**config.mk**
```make
export PLATFORM = sky130hd
export DESIGN_NAME = spi_master_multi
export DESIGN_NICKNAME = d
export VERILOG_FILES = /design/src/rtl/spi_pkg.sv /design/src/rtl/spi_clk_div.sv /design/src/rtl/spi_master_multi.sv
export SDC_FILE = /design/constraint.sdc
export NUM_CORES = 1
export LEC_CHECK = 0
export ABC_CLOCK_PERIOD_IN_PS = 5100
export CAP_MARGIN = 10
export CORE_UTILIZATION = 45
export CTS_CLUSTER_DIAMETER = 100
export DETAILED_ROUTE_END_ITERATION = 16
export GPL_TIMING_DRIVEN = 1
export PLACE_DENSITY = 0.7
export RECOVER_POWER = 50
export SLEW_MARGIN = 5
export SYNTH_ARGS = -nofsm -noshare
export SYNTH_HDL_FRONTEND = slang
export SYNTH_SLANG_ARGS = --single-unit
```
**constraint.sdc**
```tcl
create_clock -name clk_i -period 5.1 [get_ports clk_i]
set_input_delay 1.02 -clock clk_i [delete_from_list [all_inputs] [get_ports clk_i]]
set_output_delay 1.02 -clock clk_i [all_outputs]
set_load 0.02 [all_outputs]
```
**src/rtl/spi_pkg.sv**
```systemverilog
// Shared types and constants for the multi-slave SPI master.
// Imported by the divider and the top level.
package spi_pkg;

    typedef enum logic [1:0] {
        StIdle,
        StSetup,
        StXfer,
        StHold
    } spi_state_t;

    typedef struct packed {
        logic cpol;
        logic cpha;
    } spi_mode_t;

    // Deasserted level of every active-low slave select.
    localparam logic SsInactive = 1'b1;
    localparam int unsigned MinClkDiv = 1;

    // Width of a select index; a single slave still gets a 1-bit port.
    function automatic int unsigned sel_width(input int unsigned n);
        return (n > 1) ? $clog2(n) : 1;
    endfunction

endpackage

```
**src/rtl/spi_clk_div.sv**
```systemverilog
// SPI half-period divider: one-cycle tick every CLK_DIV cycles while not cleared.
// The counter restarts from zero on the cycle after clear drops.
module spi_clk_div #(
    parameter int unsigned CLK_DIV = 4
) (
    input  logic clk_i,
    input  logic rst_i,
    input  logic clear_i,
    output logic tick_o
);

    localparam int unsigned CntW = (CLK_DIV > 1) ? $clog2(CLK_DIV) : 1;
    localparam logic [CntW-1:0] Term = CntW'(CLK_DIV - 1);

    logic [CntW-1:0] cnt_q;

    always_ff @(posedge clk_i or posedge rst_i) begin
        if (rst_i) begin
            cnt_q <= '0;
        end else if (clear_i || (cnt_q == Term)) begin
            cnt_q <= '0;
        end else begin
            cnt_q <= cnt_q + CntW'(1);
        end
    end

    assign tick_o = !clear_i && (cnt_q == Term);

endmodule

```
**src/rtl/spi_master_multi.sv**
```systemverilog
// Parametrised SPI master: configurable width, divider, per-transfer CPOL/CPHA,
// active-low slave selects and full-duplex receive with a one-cycle valid strobe.
module spi_master_multi
    import spi_pkg::*;
#(
    parameter int unsigned DATA_W    = 8,
    parameter int unsigned NUM_SS    = 4,
    parameter int unsigned CLK_DIV   = 4,
    parameter bit          MSB_FIRST = 1'b1
) (
    input  logic                         clk_i,
    input  logic                         rst_i,
    input  logic                         start_i,
    input  logic [DATA_W-1:0]            tx_data_i,
    input  logic [sel_width(NUM_SS)-1:0] ss_sel_i,
    input  logic                         cpol_i,
    input  logic                         cpha_i,
    output logic                         ready_o,
    output logic [DATA_W-1:0]            rx_data_o,
    output logic                         rx_valid_o,
    output logic                         spi_clk_o,
    output logic                         spi_mosi_o,
    input  logic                         spi_miso_i,
    output logic [NUM_SS-1:0]            spi_ss_o
);

    localparam int unsigned SelW     = sel_width(NUM_SS);
    localparam int unsigned DivEff   = (CLK_DIV < MinClkDiv) ? MinClkDiv : CLK_DIV;
    localparam int unsigned Edges    = 2 * DATA_W;
    localparam int unsigned EdgeW    = $clog2(Edges + 1);
    localparam logic [EdgeW-1:0] LastEdge = EdgeW'(Edges - 1);

    spi_state_t        state_q, state_d;
    spi_mode_t         mode_q;
    logic [SelW-1:0]   sel_q;
    logic [EdgeW-1:0]  edge_cnt_q;
    logic [DATA_W-1:0] tx_shift_q, rx_shift_q, rx_data_q;
    logic              rx_valid_q, sclk_q, mosi_q;
    logic              tick, div_clear, accept, last_edge, leading, shift_out, sample;

    function automatic logic first_bit(input logic [DATA_W-1:0] w);
        return MSB_FIRST ? w[DATA_W-1] : w[0];
    endfunction

    function automatic logic [DATA_W-1:0] shift_tx(input logic [DATA_W-1:0] w);
        return MSB_FIRST ? {w[DATA_W-2:0], 1'b0} : {1'b0, w[DATA_W-1:1]};
    endfunction

    assign div_clear = (state_q == StIdle);

    spi_clk_div #(
        .CLK_DIV(DivEff)
    ) u_clk_div (
        .clk_i  (clk_i),
        .rst_i  (rst_i),
        .clear_i(div_clear),
        .tick_o (tick)
    );

    assign accept    = (state_q == StIdle) && start_i;
    assign last_edge = (edge_cnt_q == LastEdge);
    // Toggles done so far is even, so the pending toggle is a leading edge.
    assign leading   = ~edge_cnt_q[0];
    assign shift_out = (state_q == StXfer) && tick &&
                       (mode_q.cpha ? leading : (!leading && !last_edge));
    assign sample    = (state_q == StXfer) && tick && (mode_q.cpha ? !leading : leading);

    always_ff @(posedge clk_i or posedge rst_i) begin
        if (rst_i) begin
            state_q <= StIdle;
        end else begin
            state_q <= state_d;
        end
    end

    always_comb begin
        state_d = state_q;
        unique case (state_q)
            StIdle:  if (start_i) state_d = StSetup;
            StSetup: if (tick) state_d = StXfer;
            StXfer:  if (tick && last_edge) state_d = StHold;
            StHold:  if (tick) state_d = StIdle;
            default: state_d = StIdle;
        endcase
    end

    always_comb begin
        ready_o  = (state_q == StIdle);
        spi_ss_o = {NUM_SS{SsInactive}};
        // An out-of-range select matches no line, so the transfer runs unselected.
        for (int unsigned i = 0; i < NUM_SS; i++) begin
            if ((state_q != StIdle) && (32'(sel_q) == i)) begin
                spi_ss_o[i] = 1'b0;
            end
        end
    end

    always_ff @(posedge clk_i or posedge rst_i) begin
        if (rst_i) begin
            mode_q     <= '0;
            sel_q      <= '0;
            edge_cnt_q <= '0;
            tx_shift_q <= '0;
            rx_shift_q <= '0;
            rx_data_q  <= '0;
            rx_valid_q <= 1'b0;
            sclk_q     <= 1'b0;
            mosi_q     <= 1'b0;
        end else begin
            rx_valid_q <= 1'b0;
            if (accept) begin
                mode_q.cpol <= cpol_i;
                mode_q.cpha <= cpha_i;
                sel_q       <= ss_sel_i;
                edge_cnt_q  <= '0;
                sclk_q      <= cpol_i;
                rx_shift_q  <= '0;
                if (cpha_i) begin
                    tx_shift_q <= tx_data_i;
                end else begin
                    mosi_q     <= first_bit(tx_data_i);
                    tx_shift_q <= shift_tx(tx_data_i);
                end
            end
            if ((state_q == StXfer) && tick) begin
                sclk_q     <= ~sclk_q;
                edge_cnt_q <= edge_cnt_q + EdgeW'(1);
            end
            if (shift_out) begin
                mosi_q     <= first_bit(tx_shift_q);
                tx_shift_q <= shift_tx(tx_shift_q);
            end
            if (sample) begin
                rx_shift_q <= MSB_FIRST ? {rx_shift_q[DATA_W-2:0], spi_miso_i}
                                        : {spi_miso_i, rx_shift_q[DATA_W-1:1]};
            end
            if ((state_q == StHold) && tick) begin
                rx_data_q  <= rx_shift_q;
                rx_valid_q <= 1'b1;
                mosi_q     <= 1'b0;
            end
        end
    end

    assign spi_clk_o  = sclk_q;
    assign spi_mosi_o = mosi_q;
    assign rx_data_o  = rx_data_q;
    assign rx_valid_o = rx_valid_q;

endmodule

```
# --- After elaboration in Yosys (flattened, before gate mapping) ---
# Cells that the tools add are included.
word_totals:
  ff_bits: 39
  inputBits: 16
  out_inout_bits: 16
  wordCells: 78
classes:
  addsub: 2
  n_eq_ne: 13
  muxes: 26
  bitwise_logic: 2
  n_reduce_logical: 24
op_table:
  columns: ["operator", "count"]
  rows:
  - ["$mux 8", 5]
  - ["$mux 1", 13]
  - ["$logic_and 1x1->1", 12]
  - ["$eq 2x2->1 const B", 5]
  - ["$mux 2", 5]
  - ["$mux 5", 2]
  - ["$pmux 2 s4", 1]
  - ["$reduce_bool 2->1", 4]
  - ["$ne 2x2->1 const B", 3]
  - ["$add 5x1->5 const B", 1]
  - ["$eq 5x4->1 const B", 1]
  - ["$eq 2x1->1 const B", 2]
  - ["$logic_not 2->1", 2]
  - ["$reduce_and 4->1", 1]
  - ["$ne 3x1->1 const B", 1]
  - ["$reduce_bool 3->1", 1]
  - ["$add 2x1->2 const B", 1]
  - ["$logic_not 1->1", 2]
  - ["$ne 2x1->1 const B", 1]
  - ["$not 1->1", 2]
  - ["$reduce_and 2->1", 1]
  - ["$logic_or 1x1->1", 1]

# --- Depth between registers and ports, before layout ---
# Gate-level depths: netlist of run 1.
depth:
  word_depth: 7
  mapped_depth: 7

# --- Cells and area by module ---
# A second synthesis of run 1 with hierarchy kept.
hier_totals:
  cells_unflattened: 175
  area_unflattened_um2: 1925.6
by_module_without_submodules:
  columns: ["module", "n_inst", "cells_per_inst", "area_each_um2", "seq_area_each_um2"]
  rows:
  - ["spi_master_multi", 1, 168, 1828.0, 925.9]
  - ["spi_clk_div", 1, 7, 97.6, 50.0]

# --- Least setup slack after synthesis of run 1 ---
# Ideal clock, no wire load.
synth_path:
  path_type: "register -> output"
  start: "register state_q[0]"
  end: "output spi_ss_o[2]"
  arrival_ns: 1.618
  required_time_ns: 4.080
  setup_slack_ns: 2.462
  stages_incl_launch_ff: 6
  cell_sequence: "dfrtp_1 > inv_1 > ha_1 > buf_2 > clkbuf_1 > or3b_2"
synth_via:
  elab_chain_cells: 3
synth_rtl:
  columns: ["element", "line", "source"]
  rows:
  - ["start: declaration", "spi_master_multi.sv:33", "spi_state_t state_q, state_d;"]
  - ["start signal: assignment", "spi_master_multi.sv:70", "state_q <= StIdle;"]
  - ["start signal: assignment", "spi_master_multi.sv:72", "state_q <= state_d;"]
  - ["$reduce_bool 2->1", "spi_master_multi.sv:92", "if ((state_q != StIdle) && (32'(sel_q) == i)) begin"]
  - ["$logic_and 1x1->1", "spi_master_multi.sv:92", null]
  - ["$mux 1", "spi_master_multi.sv:92", null]
  - ["end: declaration", "spi_master_multi.sv:24", "output logic [NUM_SS-1:0] spi_ss_o"]
# No other way between the ends.

# --- Final worst setup path of run 1 ---
# Same ends and word-level chain as after synthesis.

==> results, run 1 <==
- The capture endpoint of the worst hold path is u_clk_div.cnt_q[0]$_DFF_PP0_.
- The count of antenna-violating nets left after detailed routing is 0.
- The first detailed-routing pass took 4 iterations.
- Compared with the post-synthesis result, the final layout area differs by 22.7%.
- The delay contributed by the slowest stage of the critical path is 0.55 ns.
- In this run, synthesis produced a sequential element count of 39.
- The final wirelength is around 3800 um.
- The total vias in the final route is between 1,000 and 1,500.
- The worst-case clock buffer depth is 2.
- The summed instance area of the synthesized netlist is 1950 sq um.
- In the synthesized netlist the dominant register cell turns out to be dfrtp_1.
- Among all stages on the critical path, the largest delay is contributed by clkdlybuf4s50_1.
- After routing the design area is 2390 sq um.
- The pin slew with the least headroom to its limit is 2.07 ns.
- The worst-case vdd ir drop is ~0.18 mV.
- Setup repair after global routing left no endpoint under its margin.
- The total inserted antenna cells is 0.
- The number of failing hold endpoints at the final stage came to 0.
- For this configuration, the core starts out at a cell density of 0.477.
- The count of hold buffers inserted by post-cts repair is 0.
- The final-report setup violation count is 0.
- The number of different library cells in the post-synthesis netlist is 35.
- At the later pin of the worst-skew pair, clock insertion delay measures between 0.2 and 0.3 ns.
- During I/O placement, the number of pins put on the boundary was 32.
- The first-pass GRT wire length is between 6000 and 7000 um.
- Of all flip-flops after synthesis, the portion carrying an async set or reset was 1.00.
- The signal on the critical path passes through inv_1 -> ha_1 -> or3b_2 -> clkdlybuf4s50_1.
- In this run the static leakage power is 1.10 nW.
- The number of enable-type register cells in the synthesized netlist is 0.
- The shortest clock period the worst path allows after layout is 3.30 ns.
- The area of all sequential standard cells is 976 sq um.
- The slack of the worst reg-to-reg path is 2.62 ns.
- For the worst setup path, the data arrival time is ~2.3 ns.
- The sort of element at the start of the critical path is a flop.
- STA classifies the critical path endpoint as an output pin.
- For this run, the number of Yosys warnings is 0.
- Summing internal, switching and leakage power gives 1.16 mW.
- Clock tree synthesis selected as its root buffer the cell clkbuf_8.
- The placeable core region is 4090 sq um.
- Headroom to the max-slew limit came out at -0.378.
- After synthesis, the mean cell area works out to 11.4 sq um.
- The highest net fanout along the worst path is 19.
- The worst register-to-register path has a depth of 5.
- Fill cells in the final layout number 360.
- The count of maximum capacitance violations is 1.
- After detailed routing, the average wire length per cell comes to 14.9 um.
- The clock buffer count from CTS is 5.
- The number of global-route vias before repair is 1,332.
- The total track usage is 0.185.
- TritonCTS built the clock tree.
- The startpoint identified for the worst register-to-register timing path is state_q[0]$_DFFE_PP0P_.
- The checks that failed: capacitance limit, slew limit.
- The number of DRC violations after detailed-routing iteration 0 is 53.
- The top achievable clock speed is 303 MHz.
- The share of the clock period used by the worst path after layout is 0.647.
- In this run, post-CTS repair resized a total of 0 instances.
- The share of final-layout standard cells stronger than drive strength 1 is 0.139.
- The ratio of routed vias to standard cells is 5.44.
- The worst hold path belongs to the class reg2reg.
- The post-synthesis cell count is ~170.
- The setup path with the least slack is of type reg2out.
- The post-synth net total is 194.
- The placed instance area is about 2300 sq um.
- For this run, design rule violations remaining after detail routing come to 0.
- Measured along the y axis, the die boundary spans 67.8 um.
- The maximum number of pins on one net before global-route repair is 40.
- In the layout the commonest cells are dfrtp_1 (39), clkdlybuf4s50_1 (29), mux2i_1 (19).
- The level count of the clock H-tree is 2.
- The clock-pin slew of the registers on the worst-case setup and hold paths is 0.08 ns.
- The worst hold slack after final layout is 0.442 ns.
- The critical register-to-register path endpoint is tx_shift_q[7]$_DFFE_PP0P_.
- For this run, the post-layout net count is between 200 and 250.
- The number of antenna violations at the first check in global routing is 0.
- The multi-input combinational cells in the finished layout cover a total of a little under 900 sq um.
- The commonest non-fill, non-tap cell in the layout is dfrtp_1.
- Counting instances, the worst hold path has a depth of 1.
- The final max-slew violation count is 40.
- For this run, the register share of the synthesized area comes to 0.501.
- The clock arrives with 0.00586 ns of skew.
- The share of the core filled with cells is 0.585.
- The startpoint of the most critical hold path is u_clk_div.cnt_q[0]$_DFF_PP0_.
- The die is 67.8 um wide.
- The clock net in this run drives a total of 39 sinks.
- At the end of routability-driven placement, the weighted congestion stood at 0.733.
- The floorplan die area is 4600 sq um.
- The detailed placer's ending HPWL is ~2600 um.
- During placement, the flow inserted port buffers numbering 31.
- Summed over all layers, the global routing overflow is 0.
- The cell area power density is 485 nW/um^2.
- The aggregate negative setup slack is 0 ns.
- The initialized floorplan defines 23 standard-cell rows.
- The flow ran to the end, but the final reports show violations.
- The number of setup buffers added after CTS is 0.
- The data required time at the worst endpoint is 4.08 ns.
-- registers in the layout (all words and copies together) (netlist names) --
signal           cells
state_q              2
sel_q                2
edge_cnt_q           5
mode_q               1
u_clk_div.cnt_q      2
spi_mosi_o           1
tx_shift_q           8
spi_clk_o            1
rx_shift_q           8
rx_data_o            8
rx_valid_o           1
-- metrics by stage --
| step | std cells | worst slack (ns) |
|---|---|---|
| detailed placement | 245 | 2.14 |
| finish | 252 | 1.80 |
| floorplan | 171 | 2.46 |
| CTS | 252 | 1.81 |
| global route | 252 | 1.50 |
| global placement | 245 | 2.20 |
-- metal layers --
layer | global-route usage | part of all wire | wire length, um | vias up
li1 | - | - | - | 655
met1 | 0.247 | 0.47 | 1780 | 667
met2 | 0.296 | 0.46 | 1720 | 45
met3 | 0.0433 | 0.059 | 223 | 5
met4 | 0.0651 | 0.011 | 42 | 0
met5 | 0 | 0 | 0 | -
-- worst max-delay path: cells and delay by family (launching register included) --
kind          cells  cell delay [ns]
buf+inv           2             0.64
flops             1             0.40
simple gates      1             0.53
fa+ha+maj         1             0.41
-- power by group --
group | internal, mW | leakage (nW) | switching (mW) | total [mW]
clock network | 0.143 | 0.0502 | 0.104 | 0.247
logic | 0.229 | 0.545 | 0.225 | 0.454
registers | 0.393 | 0.504 | 0.0640 | 0.457
-- cells in the mapped netlist, types with 3 or more instances --
library cell | number | share of area
o21ai_0 | 4 | 0.010
ha_1 | 7 | 0.045
nand2_1 | 12 | 0.023
buf_2 | 3 | 0.0077
mux2_4 | 5 | 0.039
dfrtp_1 | 39 | 0.50
mux2_2 | 13 | 0.075
clkbuf_1 | 4 | 0.0077
inv_1 | 15 | 0.029
mux2i_1 | 19 | 0.098
nand3_1 | 6 | 0.015
nand3b_1 | 3 | 0.012
nand2b_1 | 3 | 0.0096
a21oi_1 | 11 | 0.028
-- cell type report --
type / instances / share of cell area
Multi-Input combinational cell: 108 / 0.365
Timing Repair Buffer: 32 / 0.131
Clock buffer: 5 / 0.0288
Tap cell: 50 / 0.0262
Clock inverter: 2 / 0.0157
Inverter: 16 / 0.0251
Sequential cell: 39 / 0.408
-- kinds of logic after synthesis --
family	Yosys count	synth area share
flops	39	0.501
mux	37	0.211
simple gates	37	0.103
compound gates	25	0.0796
buf+inv	24	0.0520
fa+ha+maj	7	0.0449
xor+xnor	2	0.00899
-- worst max-delay path by stage --
stage | endpoint | startpoint | cells after the start | slack, ns
floorplan | spi_ss_o[2] | state_q[0]$_DFFE_PP0P_ | 5 | 2.46
global placement | spi_ss_o[2] | state_q[0]$_DFFE_PP0P_ | 4 | 2.20
detailed placement | spi_ss_o[2] | state_q[0]$_DFFE_PP0P_ | 4 | 2.14
CTS | spi_ss_o[2] | state_q[0]$_DFFE_PP0P_ | 4 | 1.81
global route | sel_q[1]$_DFFE_PP0P_ | rst_i | 3 | 1.50
finish | spi_ss_o[2] | state_q[0]$_DFFE_PP0P_ | 4 | 1.80
(Power assumes the default switching activity.)
==> inputs of run 2 (changes only) <==
ABC_CLOCK_PERIOD_IN_PS = 3000   (was 5100)
PLACE_DENSITY = 0.73   (was 0.7)
clock period = 3 ns   (was 5.1 ns; I/O delays follow)
==> results, run 2 (synthesis gave the netlist of run 1 again) <==
- The footprint of the multi-input gates came to 872 sq um (unchanged).
- The ratio of routed vias to standard cells came to 5.20 (was 5.44).
- The placement row count is 23 (unchanged).
- The routability congestion estimate from global placement came to 0.768 (was 0.733).
- The worst path arrival time is 2.03 ns (was 2.28 ns).
- The number of global-route vias before repair came to 1,328 (was 1,332).
- The maximum clock skew at final layout is 0.00548 ns (was 0.00586 ns).
- The worst-case vdd ir drop is 0.311 mV (was 0.180 mV).
- The number of cells on the worst reg-to-reg path came to 6 (was 5).
- The count of antenna-violating nets left after detailed routing was 0 (unchanged).
- The final-report setup violation count was 0 (unchanged).
- The net switching share of the total power is 0.330 (was 0.339).
- The detailed placer's ending HPWL came to 2540 um (was 2590 um).
- The final wirelength is 3600 um (was 3770 um).
- The data required time at the worst endpoint is 2.40 ns (was 4.08 ns).
- The startpoint of the most critical hold path is u_clk_div.cnt_q[0]$_DFF_PP0_ (unchanged).
- The port buffer count is 31 (unchanged).
- In the finished design, the share of the clock period the worst path needs comes to 0.877.
- The CTS sink count is 39 (unchanged).
- The number of search-and-repair iterations in the first detailed-routing pass is 4 (unchanged).
- The start-to-end type of the worst setup path is reg2out (unchanged).
- The leakage power was 1.12 nW (was 1.10 nW).
- The count of maximum capacitance violations is 0 (was 1).
- The final max-slew violation count is 0 (was 40).
- The share of final-layout standard cells stronger than drive strength 1 is 0.152 (was 0.139).
- The area of all sequential standard cells is 976 sq um (unchanged).
- The sequential share of power is 0.391 (was 0.394).
- The capture endpoint of the worst hold path is u_clk_div.cnt_q[0]$_DFF_PP0_ (unchanged).
- The worst-case headroom to the max-slew limit is 0.366 (was -0.378).
- The post-cts gate resize count is 0 (unchanged).
- The total inserted antenna cells came to 0 (unchanged).
- The x dimension of the die is 67.8 um (unchanged).
- The number of DRC violations after detailed-routing iteration 0 is 66 (was 53).
- Most used cells in the layout excluding fill and tap cells: dfrtp_1 (39), clkdlybuf4s50_1 (29), mux2i_1 (19) (unchanged).
- The count of hold buffers inserted by post-cts repair is 0 (unchanged).
- The proportion of power drawn by the clock network is 0.224 (was 0.213).
- The total grt overflow came to 0 (unchanged).
- The number of antenna violations at the first check in global routing was 0 (unchanged).
- The critical register-to-register path endpoint was tx_shift_q[7]$_DFFE_PP0P_ (unchanged).
- The reg-to-reg startpoint is state_q[0]$_DFFE_PP0P_ (unchanged).
- The level count of the clock H-tree is 2 (unchanged).
- The floorplan die area is 4600 sq um (unchanged).
- The internal power was 1.33 mW (was 0.765 mW).
- The highest net fanout along the worst path came to 5 (was 19).
- The total I/O pin count was 32 (unchanged).
- The total vias in the final route is 1,321 (was 1,372).
- The wire length per cell came to 14.2 um (was 14.9 um).
- The critical path capture point type is an output pin (unchanged).
- Setup repair after global routing missed its margin: no (unchanged).
- The area added between synthesis and finish is 23.7% (was 22.7%).
- The combinational power share is 0.386 (was 0.392).
- The switching power is 0.656 mW (was 0.393 mW).
- The sort of element at the start of the critical path is a flop (unchanged).
- The worst-case clock buffer depth is 2 (unchanged).
- The fill cell instance count of the final layout is 345 (was 360).
- The clock latency at the later pin of the worst-skew pair came to 0.29 ns (about the same).
- The aggregate negative setup slack is 0 ns (unchanged).
- The slack of the worst reg-to-reg path is 0.68 ns (was 2.62 ns).
- The die height is 67.8 um (unchanged).
- The share of the core filled with cells is 0.590 (was 0.585).
- The pin slew with the least headroom to its limit is 0.951 ns (was 2.07 ns).
- The number of DRC violations after detailed routing is 0 (unchanged).
- The commonest non-fill, non-tap cell in the layout is dfrtp_1 (unchanged).
- The worst hold slack after final layout is 0.443 ns (was 0.442 ns).
- The worst path in the final design needs a cycle of 2.63 ns, including I/O delays and setup.
- The CTS tree is done (unchanged).
- The clock-pin slew of the registers on the worst-case setup and hold paths is 0.07 ns (was 0.08 ns).
- The clock buffer count from CTS is 5 (unchanged).
- The final layout net count is 226 (was 225).
- The number of failing hold endpoints at the final stage is 0 (unchanged).
- The cell area power density is 824 nW/um^2 (was 485 nW/um^2).
- The starting density of the core came to 0.477 (unchanged).
- The number of cells on the worst hold path came to 1 (unchanged).
- The top achievable clock speed is 380 MHz.
- The placeable core region is 4090 sq um (unchanged).
- The first-pass GRT wire length is 5920 um (was 6220 um).
- The clock tree root driver cell is clkbuf_8 (unchanged).
- Outcome: finished, final reports clean (was finished, violations left).
- The number of setup buffers added after CTS is 0 (unchanged).
- The maximum number of pins on one net before global-route repair is 40 (unchanged).
- The worst min-delay path class is reg2reg (unchanged).
- The total track usage is 0.177 (was 0.185).
## run 2: power by group through the flow
stage          combinational [mW]  sequential, mW  clock [mW]
2_1_floorplan               0.535           0.779           0
3_3_place_gp                0.734           0.777           0
3_5_place_dp                0.769           0.786           0
4_1_cts                     0.777           0.776       0.459
5_1_grt                     0.855           0.794       0.475
6_report                    0.766           0.777       0.445
## run 2: stage by stage
step	cell area [sq um]	setup WS [ns]	instances	total power, mW
6_report	2410	0.370	254	1.99
5_1_grt	2410	0.313	254	2.12
4_1_cts	2410	0.362	254	2.01
3_5_place_dp	2300	0.680	246	1.55
3_3_place_gp	2300	0.714	246	1.51
2_1_floorplan	1950	0.782	171	1.31
## run 2: per-layer routing
layer | part of all wire | vias to the layer above | track usage
met2 | 0.47 | 33 | 0.291
met3 | 0.048 | 7 | 0.0517
li1 | - | 653 | -
met1 | 0.47 | 628 | 0.223
met5 | 0 | - | 0
met4 | 0.014 | 0 | 0.0625
## run 2: worst max path at each step
stage | start | endpoint | slack, ns | cells after the start
detailed placement | state_q[0]$_DFFE_PP0P_ | rx_shift_q[2]$_DFFE_PP0P_ | 0.68 | 6
global placement | edge_cnt_q[0]$_DFFE_PP0P_ | tx_shift_q[3]$_DFFE_PP0P_ | 0.71 | 6
global route | state_q[0]$_DFFE_PP0P_ | spi_ss_o[2] | 0.31 | 4
finish | state_q[0]$_DFFE_PP0P_ | spi_ss_o[2] | 0.37 | 4
CTS | state_q[0]$_DFFE_PP0P_ | spi_ss_o[2] | 0.36 | 4
floorplan | state_q[0]$_DFFE_PP0P_ | spi_ss_o[2] | 0.78 | 5
## run 2: cell type report
| class | instances | share of cell area |
|---|---|---|
| well taps | 50 | 0.0259 |
| clock inverters | 2 | 0.0145 |
| flip-flops and latches | 39 | 0.405 |
| clock buffers | 6 | 0.0343 |
| multi-input cells | 108 | 0.362 |
| inverters | 16 | 0.0249 |
| repair buffers | 33 | 0.134 |
## run 2: critical path: stages, from the launching register on
cell and delay (ns):
dfrtp_1 0.41, inv_1 0.08, ha_1 0.24, or3b_2 0.48
clkdlybuf4s50_1 0.55
==> inputs of run 3 (changes only) <==
CELL_PAD_IN_SITES_DETAIL_PLACEMENT = 0   (was unset)
CELL_PAD_IN_SITES_GLOBAL_PLACEMENT = 2   (was unset)
CORE_UTILIZATION = 31   (was 45)
PLACE_DENSITY = 0.76   (was 0.73)
==> results, run 3 (synthesis gave the netlist of run 1 again) <==
- The worst-case vdd ir drop is 0.369 mV (was 0.311 mV).
- Cells along the critical path: inv_1 -> ha_1 -> or3b_2 -> clkdlybuf4s50_1 (unchanged).
- The count of antenna-violating nets left after detailed routing is 0 (unchanged).
- The port buffer count came to 31 (unchanged).
- The area of all sequential standard cells came to 976 sq um (unchanged).
- The die height came to 81.3 um (was 67.8 um).
- The aggregate negative setup slack is 0 ns (unchanged).
- The length of routed wiring on met1 is 1830 um (was 1680 um).
- The area added between synthesis and finish came to 25.7% (was 23.7%).
- The top achievable clock speed is 384 MHz (was 380 MHz).
- The worst-case headroom to the max-slew limit is 0.364 (was 0.366).
- The number of DRC violations after detailed routing is 0 (unchanged).
- The sequential share of power is 0.388 (was 0.391).
- The number of failing hold endpoints at the final stage is 0 (unchanged).
- The total grt overflow came to 0 (unchanged).
- The x dimension of the die is 81.3 um (was 67.8 um).
- Most used cells in the layout excluding fill and tap cells: dfrtp_1 (39), clkdlybuf4s50_1 (29), mux2i_1 (19) (unchanged).
- The net switching share of the total power is 0.332 (was 0.330).
- The final layout net count came to 227 (was 226).
- The total I/O pin count is 32 (unchanged).
- The delay contributed by the slowest stage of the critical path was 0.55 ns (about the same).
- The internal power is 1.33 mW (about the same).
- The slowest cell on the critical path is clkdlybuf4s50_1 (unchanged).
- The leakage power is 1.13 nW (was 1.12 nW).
- The routability congestion estimate from global placement was 0.686 (was 0.768).
- The highest signal layer in the routed design is met4 (unchanged).
- The worst path arrival time is 2.00 ns (was 2.03 ns).
- The fill cell instance count of the final layout is 570 (was 345).
- The combinational power share is 0.386 (about the same).
- The level count of the clock H-tree was 2 (unchanged).
- The commonest non-fill, non-tap cell in the layout is dfrtp_1 (unchanged).
- The clock-pin slew of the registers on the worst-case setup and hold paths is 0.07 ns (about the same).
- The worst-case clock buffer depth was 2 (unchanged).
- The shortest clock period the worst path allows after layout is 2.60 ns (was 2.63 ns).
- The critical path capture point type is an output pin (unchanged).
- The data required time at the worst endpoint is 2.40 ns (about the same).
- The detailed placer's ending HPWL is 2690 um (was 2540 um).
- The placement row count came to 28 (was 23).
- The ratio of routed vias to standard cells is 4.80 (was 5.20).
- The CTS tree is done (unchanged).
- The number of antenna violations at the first check in global routing is 0 (unchanged).
- The maximum clock skew at final layout came to 0.00423 ns (was 0.00548 ns).
- The final max-slew violation count is 0 (unchanged).
- Outcome: finished, final reports clean (unchanged).
- The post-route cell area came to 2450 sq um (was 2410 sq um).
- The pin slew with the least headroom to its limit was 0.954 ns (was 0.951 ns).
- The wire length per cell is 14.0 um (was 14.2 um).
- The family with the most delay on the worst path is buffers and inverters (unchanged).
- Setup repair after global routing missed its margin: no (unchanged).
- The post-cts gate resize count came to 0 (unchanged).
- The number of setup buffers added after CTS was 0 (unchanged).
- The worst min-delay path class is reg2reg (unchanged).
- The number of DRC violations after detailed-routing iteration 0 is 54 (was 66).
- The total length of routed met3 wires is 230 um (was 173 um).
- The total inserted antenna cells is 0 (unchanged).
- The starting density of the core was 0.325 (was 0.477).
- The placed instance area came to 2330 sq um (was 2300 sq um).
- The clock buffer count from CTS was 5 (unchanged).
- The count of maximum capacitance violations came to 0 (unchanged).
- The total track usage came to 0.135 (was 0.177).
- The cell area power density is 815 nW/um^2 (was 824 nW/um^2).
- The sort of element at the start of the critical path is a flop (unchanged).
- The placeable core region was 5990 sq um (was 4090 sq um).
- The floorplan die area is 6610 sq um (was 4600 sq um).
- The final-report setup violation count is 0 (unchanged).
- The number of global-route vias before repair was 1,413 (was 1,328).
- The CTS sink count was 39 (unchanged).
- The share of final-layout standard cells stronger than drive strength 1 is 0.156 (was 0.152).
- The total vias in the final route came to 1,343 (was 1,321).
- The start-to-end type of the worst setup path is reg2out (unchanged).
- The clock latency at the later pin of the worst-skew pair is 0.29 ns (about the same).
- The routed length on met2 came to 1790 um (was 1690 um).
- The proportion of power drawn by the clock network is 0.226 (was 0.224).
- The highest net fanout along the worst path is 4 (was 5).
- The share of the clock period used by the worst path after layout is 0.867 (was 0.877).
- The first-pass GRT wire length came to 6690 um (was 5920 um).
- The buffers plus inverters on the worst setup path was 2 (unchanged).
- The number of search-and-repair iterations in the first detailed-routing pass is 4 (unchanged).
- The switching power came to 0.663 mW (was 0.656 mW).
- The clock tree root driver cell was clkbuf_8 (unchanged).
- The final wirelength is 3910 um (was 3600 um).
- The count of hold buffers inserted by post-cts repair came to 0 (unchanged).
- The footprint of the multi-input gates is 872 sq um (unchanged).
- The maximum number of pins on one net before global-route repair is 40 (unchanged).
## run 3: cell count changes in the layout (fill, tap and decap cells not counted)
cell / previous run / this run
buf_4: 1 / 2
## run 3: metrics by stage
step	worst slack, ns	power [mW]	std cells	hold slack (ns)	utilization
2_1_floorplan	0.782	1.31	171	0.415	-
3_3_place_gp	0.696	1.53	272	0.425	0.390
3_5_place_dp	0.656	1.57	272	0.441	0.390
4_1_cts	0.382	2.03	280	0.451	0.409
5_1_grt	0.307	2.15	280	0.479	0.409
6_report	0.399	2.00	280	0.447	0.409
## run 3: final cells by class
type / instances / area share
Multi-Input combinational cell: 108 / 0.356
Sequential cell: 39 / 0.398
Timing Repair Buffer: 34 / 0.135
Tap cell: 75 / 0.0383
Clock buffer: 6 / 0.0337
Clock inverter: 2 / 0.0143
Inverter: 16 / 0.0245
## run 3: routing by layer
layer,up-vias,GRT usage
met2,30,0.220
met1,652,0.168
met4,0,0.0429
met3,6,0.0416
li1,655,-
met5,-,0
## run 3: final timing paths
path | startpoint | to | slack, ns | cells after the start
worst max-delay path | state_q[0]$_DFFE_PP0P_ | spi_ss_o[2] | 0.40 | 4
worst min-delay path | u_clk_div.cnt_q[0]$_DFF_PP0_ | u_clk_div.cnt_q[0]$_DFF_PP0_ | 0.45 | 1
worst max register to register | edge_cnt_q[0]$_DFFE_PP0P_ | tx_shift_q[3]$_DFFE_PP0P_ | 0.66 | 6
worst min register to register | u_clk_div.cnt_q[0]$_DFF_PP0_ | u_clk_div.cnt_q[0]$_DFF_PP0_ | 0.45 | 1
max in group asynchronous | rst_i | tx_shift_q[3]$_DFFE_PP0P_ | 1.37 | 3
min in group asynchronous | rst_i | rx_data_o[2]$_DFFE_PP0P_ | 1.04 | 3
## run 3: power by group through the flow
stage	logic (mW)	registers, mW	clock network (mW)
floorplan	0.535	0.779	0
global placement	0.750	0.780	0
detailed placement	0.783	0.784	0
CTS	0.788	0.775	0.467
global route	0.855	0.799	0.491
finish	0.771	0.774	0.452
